==> src/rtl/spi_reg_master.sv <==
// SPI mode-0 initiator for the two-byte register protocol: one frame per write,
// two identical frames per read, with the read byte returned on a response strobe.
module spi_reg_master #(
    parameter int CLK_DIV = 4,
    parameter int GAP_CYC = 4
) (
    input  logic       clk,
    input  logic       rst_n,
    input  logic       req_valid,
    output logic       req_ready,
    input  logic       req_write,
    input  logic [5:0] req_addr,
    input  logic [7:0] req_wdata,
    output logic       rsp_valid,
    output logic       rsp_write,
    output logic [7:0] rsp_rdata,
    output logic       sclk,
    output logic       mosi,
    input  logic       miso,
    output logic       cs_n
);
    typedef enum logic [2:0] {S_IDLE, S_SETUP, S_SHIFT, S_HOLD, S_GAP} state_t;

    localparam logic [7:0] DIV_LOAD = 8'(CLK_DIV - 1);
    localparam logic [7:0] GAP_LOAD = 8'(GAP_CYC - 1);

    state_t      state;
    logic [7:0]  div_cnt;
    logic [3:0]  bit_cnt;
    logic        frame2_pend;
    logic [1:0]  miso_sync;
    logic        op_write;
    logic [5:0]  op_addr;
    logic [7:0]  op_wdata;
    logic [14:0] tx_sr;
    logic [15:0] rx_sr;
    logic [15:0] new_word;
    logic        accept;
    logic        phase_end;
    logic        sample_bit;
    logic        reload_frame;

    function automatic logic [15:0] frame_word(input logic wr, input logic [5:0] addr,
                                               input logic [7:0] wdata);
        return {wr, 1'b0, addr, (wr ? wdata : 8'h00)};
    endfunction

    assign accept       = req_valid && req_ready;
    assign phase_end    = (div_cnt == 8'd0);
    // End of a high phase: miso is sampled and mosi advances on the same edge sclk falls.
    assign sample_bit   = (state == S_SHIFT) && sclk && phase_end;
    assign reload_frame = (state == S_GAP) && phase_end && frame2_pend;
    assign new_word     = frame_word(accept ? req_write : op_write,
                                     accept ? req_addr  : op_addr,
                                     accept ? req_wdata : op_wdata);

    always_ff @(posedge clk) begin
        if (accept) begin
            op_write <= req_write;
            op_addr  <= req_addr;
            op_wdata <= req_wdata;
        end
        if (accept || reload_frame)
            tx_sr <= new_word[14:0];
        else if (sample_bit)
            tx_sr <= {tx_sr[13:0], 1'b0};
        if (sample_bit)
            rx_sr <= {rx_sr[14:0], miso_sync[1]};
    end

    always_ff @(posedge clk or negedge rst_n) begin
        if (!rst_n) begin
            state       <= S_IDLE;
            div_cnt     <= 8'd0;
            bit_cnt     <= 4'd0;
            frame2_pend <= 1'b0;
            miso_sync   <= 2'b00;
            req_ready   <= 1'b1;
            rsp_valid   <= 1'b0;
            rsp_write   <= 1'b0;
            rsp_rdata   <= 8'h00;
            sclk        <= 1'b0;
            mosi        <= 1'b0;
            cs_n        <= 1'b1;
        end else begin
            miso_sync <= {miso_sync[0], miso};
            rsp_valid <= 1'b0;
            case (state)
                S_IDLE: begin
                    if (accept) begin
                        req_ready   <= 1'b0;
                        frame2_pend <= !req_write;
                        cs_n        <= 1'b0;
                        sclk        <= 1'b0;
                        mosi        <= new_word[15];
                        div_cnt     <= DIV_LOAD;
                        state       <= S_SETUP;
                    end
                end
                S_SETUP: begin
                    if (phase_end) begin
                        sclk    <= 1'b1;
                        bit_cnt <= 4'd0;
                        div_cnt <= DIV_LOAD;
                        state   <= S_SHIFT;
                    end else begin
                        div_cnt <= div_cnt - 8'd1;
                    end
                end
                S_SHIFT: begin
                    if (!phase_end) begin
                        div_cnt <= div_cnt - 8'd1;
                    end else if (sclk) begin
                        sclk    <= 1'b0;
                        mosi    <= tx_sr[14];
                        div_cnt <= DIV_LOAD;
                    end else if (bit_cnt == 4'd15) begin
                        div_cnt <= DIV_LOAD;
                        state   <= S_HOLD;
                    end else begin
                        sclk    <= 1'b1;
                        bit_cnt <= bit_cnt + 4'd1;
                        div_cnt <= DIV_LOAD;
                    end
                end
                S_HOLD: begin
                    if (phase_end) begin
                        cs_n    <= 1'b1;
                        div_cnt <= GAP_LOAD;
                        state   <= S_GAP;
                    end else begin
                        div_cnt <= div_cnt - 8'd1;
                    end
                end
                S_GAP: begin
                    if (!phase_end) begin
                        div_cnt <= div_cnt - 8'd1;
                    end else if (frame2_pend) begin
                        // Second read frame: the slave returns the byte in its instruction slot.
                        frame2_pend <= 1'b0;
                        cs_n        <= 1'b0;
                        mosi        <= new_word[15];
                        div_cnt     <= DIV_LOAD;
                        state       <= S_SETUP;
                    end else begin
                        rsp_valid <= 1'b1;
                        rsp_write <= op_write;
                        rsp_rdata <= op_write ? 8'h00 : rx_sr[15:8];
                        req_ready <= 1'b1;
                        state     <= S_IDLE;
                    end
                end
                default: state <= S_IDLE;
            endcase
        end
    end
endmodule
==> config.mk <==
export PLATFORM = sky130hd
export DESIGN_NAME = spi_reg_master
export DESIGN_NICKNAME = d
export VERILOG_FILES = /design/src/rtl/spi_reg_master.sv
export SDC_FILE = /design/constraint.sdc
export NUM_CORES = 1
export LEC_CHECK = 0
export ABC_AREA = 0
export BUFFER_PORTS_ARGS = -buffer_cell sky130_fd_sc_hd__buf_4
export CAP_MARGIN = 20
export CORE_MARGIN = 5
export CORE_UTILIZATION = 50
export CTS_CLUSTER_DIAMETER = 100
export DETAILED_ROUTE_END_ITERATION = 8
export GPL_TIMING_DRIVEN = 0
export PLACE_DENSITY = 0.77
export SLEW_MARGIN = 25
export SYNTH_ARGS = -nofsm -noshare
export SYNTH_HDL_FRONTEND = slang
export SYNTH_SLANG_ARGS = --single-unit
==> constraint.sdc <==
create_clock -name clk -period 2.25 [get_ports clk]
set_clock_uncertainty 0.05 [all_clocks]
set_input_delay 0.225 -clock clk [delete_from_list [all_inputs] [get_ports clk]]
set_output_delay 0.225 -clock clk [all_outputs]
set_load 0.02 [all_outputs]
---- Word-level counts from Yosys, hierarchy flattened ----
Index checks and enable logic that the tools add are counted.
word-level totals
  flip-flop bits (word level) ............. 78
  latch bits .............................. 0
  RAM bits ................................ 0
  memory bits (read-only) ................. 0
  bits of input ports ..................... 19
  output and inout bits ................... 14
  logic and storage cells ................. 114
  memories ................................ 0
operators by class
  add/sub/neg operators ................... 2
  multiply operators ...................... 0
  divide/modulo/power cells ............... 0
  order comparisons ....................... 0
  equality and inequality tests ........... 17
  shift-type cells ........................ 0
  mux-type cells .......................... 50
  bitwise logic cells ..................... 1
  reductions and logical operators ........ 26
operators with widths
  operator                                          count
  two-way mux 8 bit                                 7
  two-way mux 14 bit                                2
  one-hot mux 8 bit (3 select lines)                1
  two-way mux 1 bit                                 21
  two-way mux 3 bit                                 7
  inequality test 2 bit, second input constant      10
  two-way mux 4 bit                                 4
  one-hot mux 3 bit (5 select lines)                1
  nonzero test 3 bit                                4
  AND reduction 5 bit                               2
  one-hot mux 1 bit (3 select lines)                3
  AND reduction 3 bit                               3
  zero test 8 bit                                   1
  one-hot mux 4 bit (2 select lines)                1
  AND reduction 4 bit                               2
  subtractor 8 x 1 -> 8 bit, second input constant  1
  AND reduction 7 bit                               1
  == test 3 x 2 -> 1 bit, second input constant     2
  two-way mux 6 bit                                 1
  AND reduction 6 bit                               1
  nonzero test 2 bit                                3
  logical AND 1 bit                                 5
  adder 4 x 1 -> 4 bit, second input constant       1
  == test 4 bit, second input constant              1
  10 further kinds                                  11

---- Longest topological paths before layout ----
Gate-level depths: netlist of run 1.
  word-level depth ........................ 5
  gate-level depth with buffers ........... 8
  mapped depth without buffers ............ 6

---- Least setup slack after synthesis of run 1 ----
OpenSTA, ideal clock, no wires.
  path kind ............................... register to register
  start ................................... reg div_cnt[0]
  end ..................................... reg tx_sr[0] (enable)
  setup time .............................. 361 ps
  arrival ................................. 1,658 ps
  data required time ...................... 1,839 ps
  path slack .............................. 181 ps
  stages on the path, launching flop included .. 7
  buffers on the path ..................... 1
  clock period less this slack ............ 2,069 ps
  cells stage by stage .................... dfrtp_1 -> inv_1 -> ha_1 -> nor3b_2 -> a41oi_1 -> buf_2 -> nand2_1
on the way
  longest elaborated chain between the ends .. 5
  elaborated cells between the ends (all ways) .. 6
  classes of those cells .................. 6 x reduce/logical
RTL lines
  item                                   RTL line  RTL
  start, declared                        28        logic [7:0] div_cnt;
  start signal, assigned                 107       div_cnt <= div_cnt - 8'd1;
  start signal, assigned                 112       div_cnt <= div_cnt - 8'd1;
  start signal, assigned                 132       div_cnt <= div_cnt - 8'd1;
  zero test 8 bit *                      49        assign phase_end = (div_cnt == 8'd0);
  logical AND 1 bit (2 in series)        52        assign reload_frame = (state == S_GAP) && phase_end && frame2_pend;
  logical OR 1 bit                       63        if (accept || reload_frame)
  nonzero test 2 bit (no source line) *  n/a
  end signal, assigned                   64        tx_sr <= new_word[14:0];
  end signal, assigned                   66        tx_sr <= {tx_sr[13:0], 1'b0};
  end, declared                          35        logic [14:0] tx_sr;
Every way passes the cells marked *; elsewhere a longest branch is shown, timed or not.
A chain may end at the register's enable or synchronous reset.

---- Worst setup path after layout of run 1 ----
  start ................................... reg div_cnt[0]
  end ..................................... reg rx_sr[6] (enable)
on the way
  longest elaborated chain between the ends .. 2
RTL lines
  item                  RTL line  RTL
  zero test 8 bit       49
  logical AND 1 bit     51        assign sample_bit = (state == S_SHIFT) && sclk && phase_end;
  via sample_bit        40        logic sample_bit;
  end signal, assigned  68        rx_sr <= {rx_sr[14:0], miso_sync[1]};
  end, declared         36        logic [15:0] rx_sr;
The timed path passes the listed nets, and every way through them passes these cells.

==> summary.txt, run 1 <==
status: finished, final reports clean
drt pass-1 iters: 5
worst-path maximum fanout: 16
n_diodes: 0
Worst R2R Start: div_cnt[0]$_DFFE_PN0P_
max-cap violation count: 0
Yosys top cell area share: 25.9%
overall routed net length: 6880 um
die area: 8730 um^2
Final Non-Filler Cells: 447
first-pass GRT wire length: 12000 um
clock period minus worst slack: 2140 ps
DRC errors left: 0
reg2reg setup slack: 110 ps
Final Hold Vio Count: 0
worst hold path startpoint: req_addr[1]
CP Buf/Inv Count: 5
clock latency on the worst-skew pair: 350 ps
Die H: 93.4 um
RSZ-0062 raised after global routing: false
I/O Buffers: 32
setup TNS: 0 ps
vias per cell: 5.58
register area share after synthesis: 58.2%
Largest stage delay, worst path: 420 ps
via count: 2496
placed cell count: 427
Synth area leader: edfxtp_1
fin nets: 368
Crit path required time: 2260 ps
Post-synth EDFFs: 30
Layout area overhead: 18.6%
number of DRC markers in iteration 0: 259
layout cells sized above 1: 27.4%
most frequent cells after synthesis: nor2_1, dfrtp_1, edfxtp_1, mux2_2
H-tree Lvls: 3
Achievable Freq: 466 MHz
CTS buffer count: 9
Routed wire per std cell: 15.4 um
syn avg cell area: 11.6 um^2
Mapped Area: 3480 um^2
count of different cell masters after synthesis: 59
initial core utilization: 51.2%
HP Class: in -> reg
Leakage: 1.73 nW
Worst-Margin Slew: 513 ps
core area: 6790 um^2
initial antenna violation count: 0
CP Capture Type: flop
Yosys reg bits: 78
Post-Syn Nets: 321
Final Cycle Share: 95.3%
cell count of the worst reg-to-reg path: 8
GPL Wtd Cong: 0.888
reg2reg end: rx_sr[6]$_DFFE_PP_
row count: 30
CP arrival: 2150 ps
Hold EP: op_addr[1]$_DFF_P_
Top delay family on crit path: buffers and inverters
Hold WS: 78.2 ps
grt ovf: 0
post-route ant nets: 0
Synth Flop Type: edfxtp_1
WHS Path Cells: 2
DPL Wire Length: 4660 um
die span in x: 93.4 um
Critical Path Source Type: flop
vias in the first global route: 2485
Final setup viols: 0
Max transition margin: 65.8%
largest net degree at the start of global routing: 33
synth top area cells: edfxtp_1, dfrtp_1, dfxtp_1, mux2_2, nor2_1
CTS sink count: 78
Yosys warnings: 0
sequence of cells on the critical path: inv_1 > ha_1 > nor3b_4 > clkbuf_4 > nand4_1 > buf_4 > clkinvlp_4 > buf_12
critical path class: reg -> reg
most numerous cell in the Yosys netlist: nor2_1
VDD IR max: 0.544 mV
power density cells: 610 nW/um^2
CTS Buffer Depth: 2
gr usage total: 17.6%
Slew Viols, Final: 0
Synth Instances: 299
CTS tree: built
clock-pin slew on the worst setup and hold paths: 70 ps
Final Power: 2.52 mW
CP max stage cell: dfrtp_1
# IOs: 33
Clock Tree Root: clkbuf_8
ys async rst share: 41.0%
what timing repair did:
item,CTS,global route
buffers inserted,1,2
endpoints found under the setup margin,34,51
gates resized for setup,4,11
hold buffers,2,0
cloned,0,0
endpoints found under the hold margin,31,0
pin swaps,0,1
registers in the layout (all words and copies together) (netlist names):
name,count
cs_n,1
div_cnt,8
req_ready,1
op_addr,6
op_wdata,8
frame2_pend,1
sclk,1
miso_sync,2
mosi,1
rx_sr,16
tx_sr,15
rsp_rdata,8
rsp_write,1
rsp_valid,1
bit_cnt,4
state,3
op_write,1
worst register-to-register path, cell delays in order (launching register included):
cell and delay (ps):
dfrtp_1 420, inv_1 100, ha_1 180, nor3b_4 290, clkbuf_4 260, nand4_1 130
buf_4 190, clkinvlp_4 90, buf_12 140
cell families (layout without fill, tap and decap cells):
| kind of cell | after synthesis | after routing | synth area share [%] |
|---|---|---|---|
| AND/OR/NAND/NOR | 108 | 108 | 16.6 |
| flip-flops | 78 | 78 | 58.2 |
| AO/OA/AOI/OAI | 56 | 56 | 11.1 |
| multiplexers | 32 | 32 | 10.2 |
| buffers and inverters | 21 | 73 | 2.62 |
| adder cells (fa/ha/maj) | 3 | 3 | 1.08 |
| XOR/XNOR | 1 | 1 | 0.252 |
routing by layer:
metal	vias to the layer above	wire length [um]	global-route usage (%)
met3	18	349	4.26
met2	80	3210	26.7
met5	-	0	0
met4	0	176	8.91
met1	1214	3140	23.2
li1	1184	-	-
metrics by stage:
stage	cell area (um^2)	worst slack [ps]	util [%]
after floorplan	3480	181	-
after global placement	3840	-189	56.5
after detailed placement	3840	-214	56.5
after CTS	4080	-30.4	60.1
after global routing	4130	3.02	60.8
final	4130	106	60.8
cell type report:
| cell class | instances | area, um^2 |
|---|---|---|
| Clock inverter | 6 | 61.3 |
| Sequential cell | 78 | 2020 |
| Multi-Input combinational cell | 200 | 1400 |
| Buffer | 11 | 60.1 |
| Tap cell | 96 | 120 |
| Fill cell | 550 | 2670 |
| Clock buffer | 10 | 128 |
| Inverter | 9 | 37.5 |
| Timing Repair Buffer | 37 | 295 |
cells in the final DEF (no fill, tap or decap), types with 3 or more instances in the layout:
master | synthesis | routed
dfxtp_1 | 16 | 16
nand3_1 | 12 | 12
mux2i_1 | 3 | 3
o21ai_0 | 7 | 5
nor2b_1 | 11 | 11
clkbuf_1 | 4 | 4
mux2_2 | 21 | 21
mux2_1 | 8 | 8
and2_1 | 4 | 4
clkbuf_8 | 0 | 9
edfxtp_1 | 30 | 30
dfrtp_1 | 30 | 30
o211ai_1 | 3 | 3
buf_2 | 7 | 5
inv_1 | 9 | 8
a21oi_1 | 16 | 16
nand2_1 | 14 | 13
nor2_1 | 43 | 42
buf_4 | 1 | 34
o31ai_1 | 5 | 5
nand4_1 | 3 | 3
ha_1 | 3 | 3
nand2b_1 | 3 | 3
worst max path at each step:
stage	start	end	slack, ps	cells past startpoint
2_1_floorplan	div_cnt[0]$_DFFE_PN0P_	tx_sr[0]$_SDFFCE_PN0P_	180	6
3_3_place_gp	div_cnt[0]$_DFFE_PN0P_	tx_sr[0]$_SDFFCE_PN0P_	-190	6
3_5_place_dp	div_cnt[0]$_DFFE_PN0P_	tx_sr[0]$_SDFFCE_PN0P_	-210	6
4_1_cts	div_cnt[0]$_DFFE_PN0P_	tx_sr[3]$_DFFE_PP_	-30	6
5_1_grt	div_cnt[0]$_DFFE_PN0P_	div_cnt[0]$_DFFE_PN0P_	3	7
6_report	div_cnt[0]$_DFFE_PN0P_	rx_sr[6]$_DFFE_PP_	110	8
power by group:
part | switching [mW] | total, mW | internal [mW] | leakage (nW)
Sequential | 0.000565 | 1.46 | 1.46 | 0.766
Clock | 0.504 | 1.02 | 0.511 | 0.0981
Combinational | 0.0167 | 0.0390 | 0.0223 | 0.867
(Power assumes the default switching activity.)
==> inputs of run 2 (changes only) <==
Settings changed: PLACE_DENSITY 0.77 to 0.81.
==> summary.txt, run 2 (same netlist as run 1, synthesis figures left out) <==
status: finished, violations left (was finished, final reports clean)
failing checks: DRC
CTS sink count: 78 (unchanged)
gr usage total: 17.3% (was 17.6%)
post-layout util: 61.0% (was 60.8%)
vias in the first global route: 2434 (was 2485)
initial core utilization: 51.2% (unchanged)
Net Sw Power: 0.547 mW (was 0.521 mW)
WHS Path Cells: 2 (unchanged)
GPL Wtd Cong: 0.877 (was 0.888)
Clock power frac: 41.1% (was 40.3%)
n_diodes: 0 (unchanged)
Place WS: -241 ps (was -214 ps)
vias per cell: 5.73 (was 5.58)
max-cap violation count: 0 (unchanged)
CTS tree: built (unchanged)
clock period minus worst slack: 2150 ps (was 2140 ps)
cell count of the worst reg-to-reg path: 5 (was 8)
worst hold path startpoint: req_addr[1] (unchanged)
Final Hold Vio Count: 0 (unchanged)
Slew Viols, Final: 0 (unchanged)
first-pass GRT wire length: 11900 um (was 12000 um)
Final Non-Filler Cells: 449 (was 447)
placed cell count: 427 (unchanged)
Final Cycle Share: 95.5% (was 95.3%)
die area: 8730 um^2 (unchanged)
H-tree Lvls: 3 (unchanged)
CP Capture Type: flop (unchanged)
Largest stage delay, worst path: 540 ps (was 420 ps)
number of DRC markers in iteration 0: 284 (was 259)
Biggest register: rx_sr (unchanged)
Routed wire per std cell: 16.2 um (was 15.4 um)
commonest non-fill, non-tap cells in the layout: nor2_1, buf_4, dfrtp_1, edfxtp_1, mux2_2 (unchanged)
largest net degree at the start of global routing: 33 (unchanged)
Comb power frac: 1.6% (was 1.5%)
initial antenna violation count: 0 (unchanged)
critical path class: reg -> reg (unchanged)
biggest regs: rx_sr (16), tx_sr (15) (unchanged)
reg2reg end: tx_sr[6]$_DFFE_PP_ (was rx_sr[6]$_DFFE_PP_)
clock latency on the worst-skew pair: 340 ps (was 350 ps)
Sw Share: 21.4% (was 20.7%)
post-route ant nets: 0 (unchanged)
max reg flops: 16 (unchanged)
DPL Wire Length: 4850 um (was 4660 um)
I/O Buffers: 32 (unchanged)
Hold EP: op_addr[1]$_DFF_P_ (unchanged)
overall routed net length: 7260 um (was 6880 um)
P_int: 2.01 mW (was 2.00 mW)
core area: 6790 um^2 (unchanged)
CTS Buffer Depth: 2 (unchanged)
CP max stage cell: clkbuf_1 (was dfrtp_1)
reg2reg setup slack: 100 ps (was 110 ps)
Achievable Freq: 465 MHz (was 466 MHz)
Layout area overhead: 19.1% (was 18.6%)
CP arrival: 2200 ps (was 2150 ps)
Worst R2R Start: req_ready$_DFFE_PN1P_ (was div_cnt[0]$_DFFE_PN0P_)
Leakage: 1.73 nW (about the same)
power density cells: 616 nW/um^2 (was 610 nW/um^2)
Worst-Margin Slew: 632 ps (was 513 ps)
# IOs: 33 (unchanged)
Die H: 93.4 um (unchanged)
via count: 2571 (was 2496)
die span in x: 93.4 um (unchanged)
CP startpoint: req_ready$_DFFE_PN1P_ (was div_cnt[0]$_DFFE_PN0P_)
drt pass-1 iters: 9 (was 5)
worst-path maximum fanout: 10 (was 16)
DRC errors left: 1 (was 0)
fin nets: 370 (was 368)
HP Class: in -> reg (unchanged)
Final setup viols: 0 (unchanged)
layout cells sized above 1: 28.3% (was 27.4%)
VDD IR max: 0.426 mV (was 0.544 mV)
Seq pwr share: 57.3% (was 58.2%)
Crit path required time: 2300 ps (was 2260 ps)
RSZ-0062 raised after global routing: false (unchanged)
Clock Tree Root: clkbuf_8 (unchanged)
CTS buffer count: 9 (unchanged)
final worst slack: 101 ps (was 106 ps)
Max transition margin: 57.9% (was 65.8%)
clock-pin slew on the worst setup and hold paths: 90 ps (was 70 ps)
most common cell after layout, fill and taps aside: nor2_1 (unchanged)
Critical Path Source Type: flop (unchanged)
row count: 30 (unchanged)
sequence of cells on the critical path: nand2_1 > clkbuf_1 > mux2_2 > a21oi_1 > nor2_1 (was inv_1 > ha_1 > nor3b_4 > clkbuf_4 > nand4_1 > buf_4 > clkinvlp_4 > buf_12)
grt ovf: 0 (unchanged)
==> run 2: power groups by stage <==
stage | clock network [mW] | registers, mW | logic [mW]
2_1_floorplan | 0 | 1.50 | 0.000845
3_3_place_gp | 0 | 1.50 | 0.0374
3_5_place_dp | 0 | 1.50 | 0.0381
4_1_cts | 1.06 | 1.46 | 0.0410
5_1_grt | 1.14 | 1.46 | 0.0447
6_report | 1.05 | 1.46 | 0.0403
==> run 2: layer usage <==
layer  up-vias  GRT usage (%)  routed length (um)
li1       1193              -                   -
met1      1249           22.4                3100
met2       115           28.8                3570
met3        14           4.02                 505
met4         0           5.13                  91
met5         -              0                   0
==> run 2: how the worst max path moves through the flow <==
stage | depth (start not counted) | end | slack, ps
CTS | 8 | tx_sr[8]$_DFFE_PP_ | 40
global placement | 6 | tx_sr[0]$_SDFFCE_PN0P_ | -200
finish | 5 | tx_sr[6]$_DFFE_PP_ | 100
detailed placement | 6 | tx_sr[0]$_SDFFCE_PN0P_ | -240
floorplan | 6 | tx_sr[0]$_SDFFCE_PN0P_ | 180
global route | 7 | rsp_rdata[5]$_DFFE_PN0P_ | 20
==> run 2: critical path: cells and delay by family, from the launching register on <==
kind	cells	cell delay (ps)
and+or+nand+nor	2	350
muxes	1	420
DFF	1	410
AOI/OAI and AO/OA	1	130
buffers and inverters	1	540
==> run 2: repair_timing <==
action / 4_1_cts / 5_1_grt
hold buffers: 2 / 0
hold endpoints to repair: 31 / 0
gates resized for setup: 7 / 7
pin swaps: 1 / 0
endpoints found under the setup margin: 31 / 24
setup buffers: 3 / 1
==> run 2: area by class of cell <==
type,instances,area [um^2]
Clock buffer,10,128
Sequential cell,78,2020
Fill cell,543,2650
Timing Repair Buffer,38,303
Clock inverter,6,71.3
Buffer,12,61.3
Inverter,9,37.5
Multi-Input combinational cell,200,1400
Tap cell,96,120
==> run 2: stage by stage <==
step	area [um^2]	hold WS [ps]	setup TNS [ps]	total power, mW
2_1_floorplan	3480	-121	0	1.50
3_3_place_gp	3840	144	-4650	1.53
3_5_place_dp	3840	148	-6250	1.53
4_1_cts	4130	61.2	0	2.57
5_1_grt	4150	55.3	0	2.64
6_report	4150	76.0	0	2.56
==> inputs of run 3 (changes only) <==
Settings changed: BUFFER_PORTS_ARGS -buffer_cell sky130_fd_sc_hd__buf_4 to -buffer_cell sky130_fd_sc_hd__buf_2.
==> summary.txt, run 3 (same netlist as run 1, synthesis figures left out) <==
initial core utilization: 51.2% (unchanged)
post-route ant nets: 0 (unchanged)
VDD IR max: 0.427 mV (was 0.426 mV)
worst-path maximum fanout: 10 (unchanged)
grt ovf: 0 (unchanged)
I/O Buffers: 32 (unchanged)
power density cells: 652 nW/um^2 (was 616 nW/um^2)
Worst-Margin Slew: 746 ps (was 632 ps)
Max transition margin: 50.3% (was 57.9%)
die span in x: 93.4 um (unchanged)
fillers: 533 (was 543)
Final setup viols: 0 (unchanged)
number of DRC markers in iteration 0: 242 (was 284)
H-tree Lvls: 3 (unchanged)
core area: 6790 um^2 (unchanged)
GPL Wtd Cong: 0.875 (was 0.877)
Clock Tree Root: clkbuf_8 (unchanged)
DRC errors left: 0 (was 1)
Seq pwr share: 55.2% (was 57.3%)
Layout area overhead: 16.9% (was 19.1%)
Final Hold Vio Count: 0 (unchanged)
critical path class: reg -> reg (unchanged)
CP startpoint: div_cnt[2]$_DFFE_PN0P_ (was req_ready$_DFFE_PN1P_)
placed cell count: 427 (unchanged)
max-cap violation count: 0 (unchanged)
max reg flops: 16 (unchanged)
overall routed net length: 7280 um (was 7260 um)
die area: 8730 um^2 (unchanged)
clock latency on the worst-skew pair: 350 ps (was 340 ps)
biggest regs: rx_sr (16), tx_sr (15) (unchanged)
Worst R2R Start: div_cnt[2]$_DFFE_PN0P_ (was req_ready$_DFFE_PN1P_)
Achievable Freq: 459 MHz (was 465 MHz)
Net Sw Power: 0.546 mW (was 0.547 mW)
initial antenna violation count: 0 (unchanged)
drt pass-1 iters: 5 (was 9)
Final Non-Filler Cells: 448 (was 449)
post-route cell area: 4070 um^2 (was 4150 um^2)
CP Capture Type: flop (unchanged)
Crit path required time: 2440 ps (was 2300 ps)
layout cells sized above 1: 27.3% (was 28.3%)
post-placement cell area: 3760 um^2 (was 3840 um^2)
vias in the first global route: 2545 (was 2434)
Leakage: 1.71 nW (was 1.73 nW)
Critical Path Source Type: flop (unchanged)
Final Power: 2.65 mW (was 2.56 mW)
worst hold path startpoint: req_addr[5] (was req_addr[1])
n_diodes: 0 (unchanged)
status: finished, final reports clean (was finished, violations left)
vias per cell: 5.71 (was 5.73)
# IOs: 33 (unchanged)
first-pass GRT wire length: 12200 um (was 11900 um)
Final Cycle Share: 96.9% (was 95.5%)
via count: 2556 (was 2571)
HP Class: in -> reg (unchanged)
Sw Share: 20.6% (was 21.4%)
CP arrival: 2360 ps (was 2200 ps)
Die H: 93.4 um (unchanged)
CTS Buffer Depth: 2 (unchanged)
CTS sink count: 78 (unchanged)
Biggest register: rx_sr (unchanged)
Place WS: -220 ps (was -241 ps)
clock-pin slew on the worst setup and hold paths: 80 ps (was 90 ps)
gr usage total: 18.0% (was 17.3%)
largest net degree at the start of global routing: 33 (unchanged)
Slew Viols, Final: 0 (unchanged)
Comb power frac: 1.2% (was 1.6%)
CTS buffer count: 9 (unchanged)
row count: 30 (unchanged)
post-layout util: 59.9% (was 61.0%)
Routed wire per std cell: 16.3 um (was 16.2 um)
commonest non-fill, non-tap cells in the layout: nor2_1, buf_2, dfrtp_1, edfxtp_1, mux2_2 (was nor2_1, buf_4, dfrtp_1, edfxtp_1, mux2_2)
CTS tree: built (unchanged)
P_int: 2.11 mW (was 2.01 mW)
clock period minus worst slack: 2180 ps (was 2150 ps)
fin nets: 369 (was 370)
final worst slack: 70.4 ps (was 101 ps)
Hold WS: 62.4 ps (was 76.0 ps)
most common cell after layout, fill and taps aside: nor2_1 (unchanged)
DPL Wire Length: 4770 um (was 4850 um)
Clock power frac: 43.7% (was 41.1%)
setup TNS: 0 ps (unchanged)
reg2reg setup slack: 70 ps (was 100 ps)
[run 3: changes by cell type in the layout (fill, tap and decap cells not counted), sizes merged]
cell	change
buf	-2
clkbuf	+2
clkinv	-1
bufinv	+1
clkinvlp	-1
[run 3: cell type report]
| class | instances | area, um^2 | area share (%) |
|---|---|---|---|
| Inverter | 9 | 37.5 | 0.923 |
| Tap cell | 96 | 120 | 2.95 |
| Multi-Input combinational cell | 200 | 1400 | 34.3 |
| Clock buffer | 11 | 131 | 3.23 |
| Timing Repair Buffer | 38 | 223 | 5.47 |
| Buffer | 11 | 55.1 | 1.35 |
| Sequential cell | 78 | 2020 | 49.8 |
| Clock inverter | 5 | 82.6 | 2.03 |
[run 3: path summary, 6_finish.rpt]
path,endpoint,depth (start not counted)
max,rsp_rdata[1]$_DFFE_PN0P_,7
min,op_addr[5]$_DFF_P_,2
max reg2reg,rsp_rdata[1]$_DFFE_PN0P_,7
min reg2reg,miso_sync[1]$_DFF_PN0_,0
max in group asynchronous,frame2_pend$_DFFE_PN0P_,2
min in group asynchronous,div_cnt[4]$_DFFE_PN0P_,2
[run 3: worst max-delay path, cell delays in order, from the launching register on]
cell and delay (ps):
dfrtp_1 370, clkbuf_1 210, nor4_4 350, buf_4 200, nand2_4 100, nor3_2 220, buf_4 230, mux2_1 340
[run 3: metal layers]
metal	vias up	track usage [%]	routed length, um
li1	1185	-	-
met1	1258	21.9	3130
met2	96	29.3	3590
met3	17	4.67	413
met4	0	9.16	150
met5	-	0	0
[run 3: power by group through the flow]
stage	sequential, mW	combinational (mW)	clock (mW)
2_1_floorplan	1.50	0.000845	0
3_5_place_dp	1.50	0.0291	0
6_report	1.46	0.0307	1.16
4_1_cts	1.46	0.0318	1.17
5_1_grt	1.46	0.0356	1.24
3_3_place_gp	1.50	0.0283	0
[run 3: what timing repair did]
action,4_1_cts,5_1_grt
endpoints found under the hold margin,31,0
setup endpoints to repair,31,33
hold buffers,2,0
pin swaps,1,1
setup buffers,3,1
resized for setup,5,5
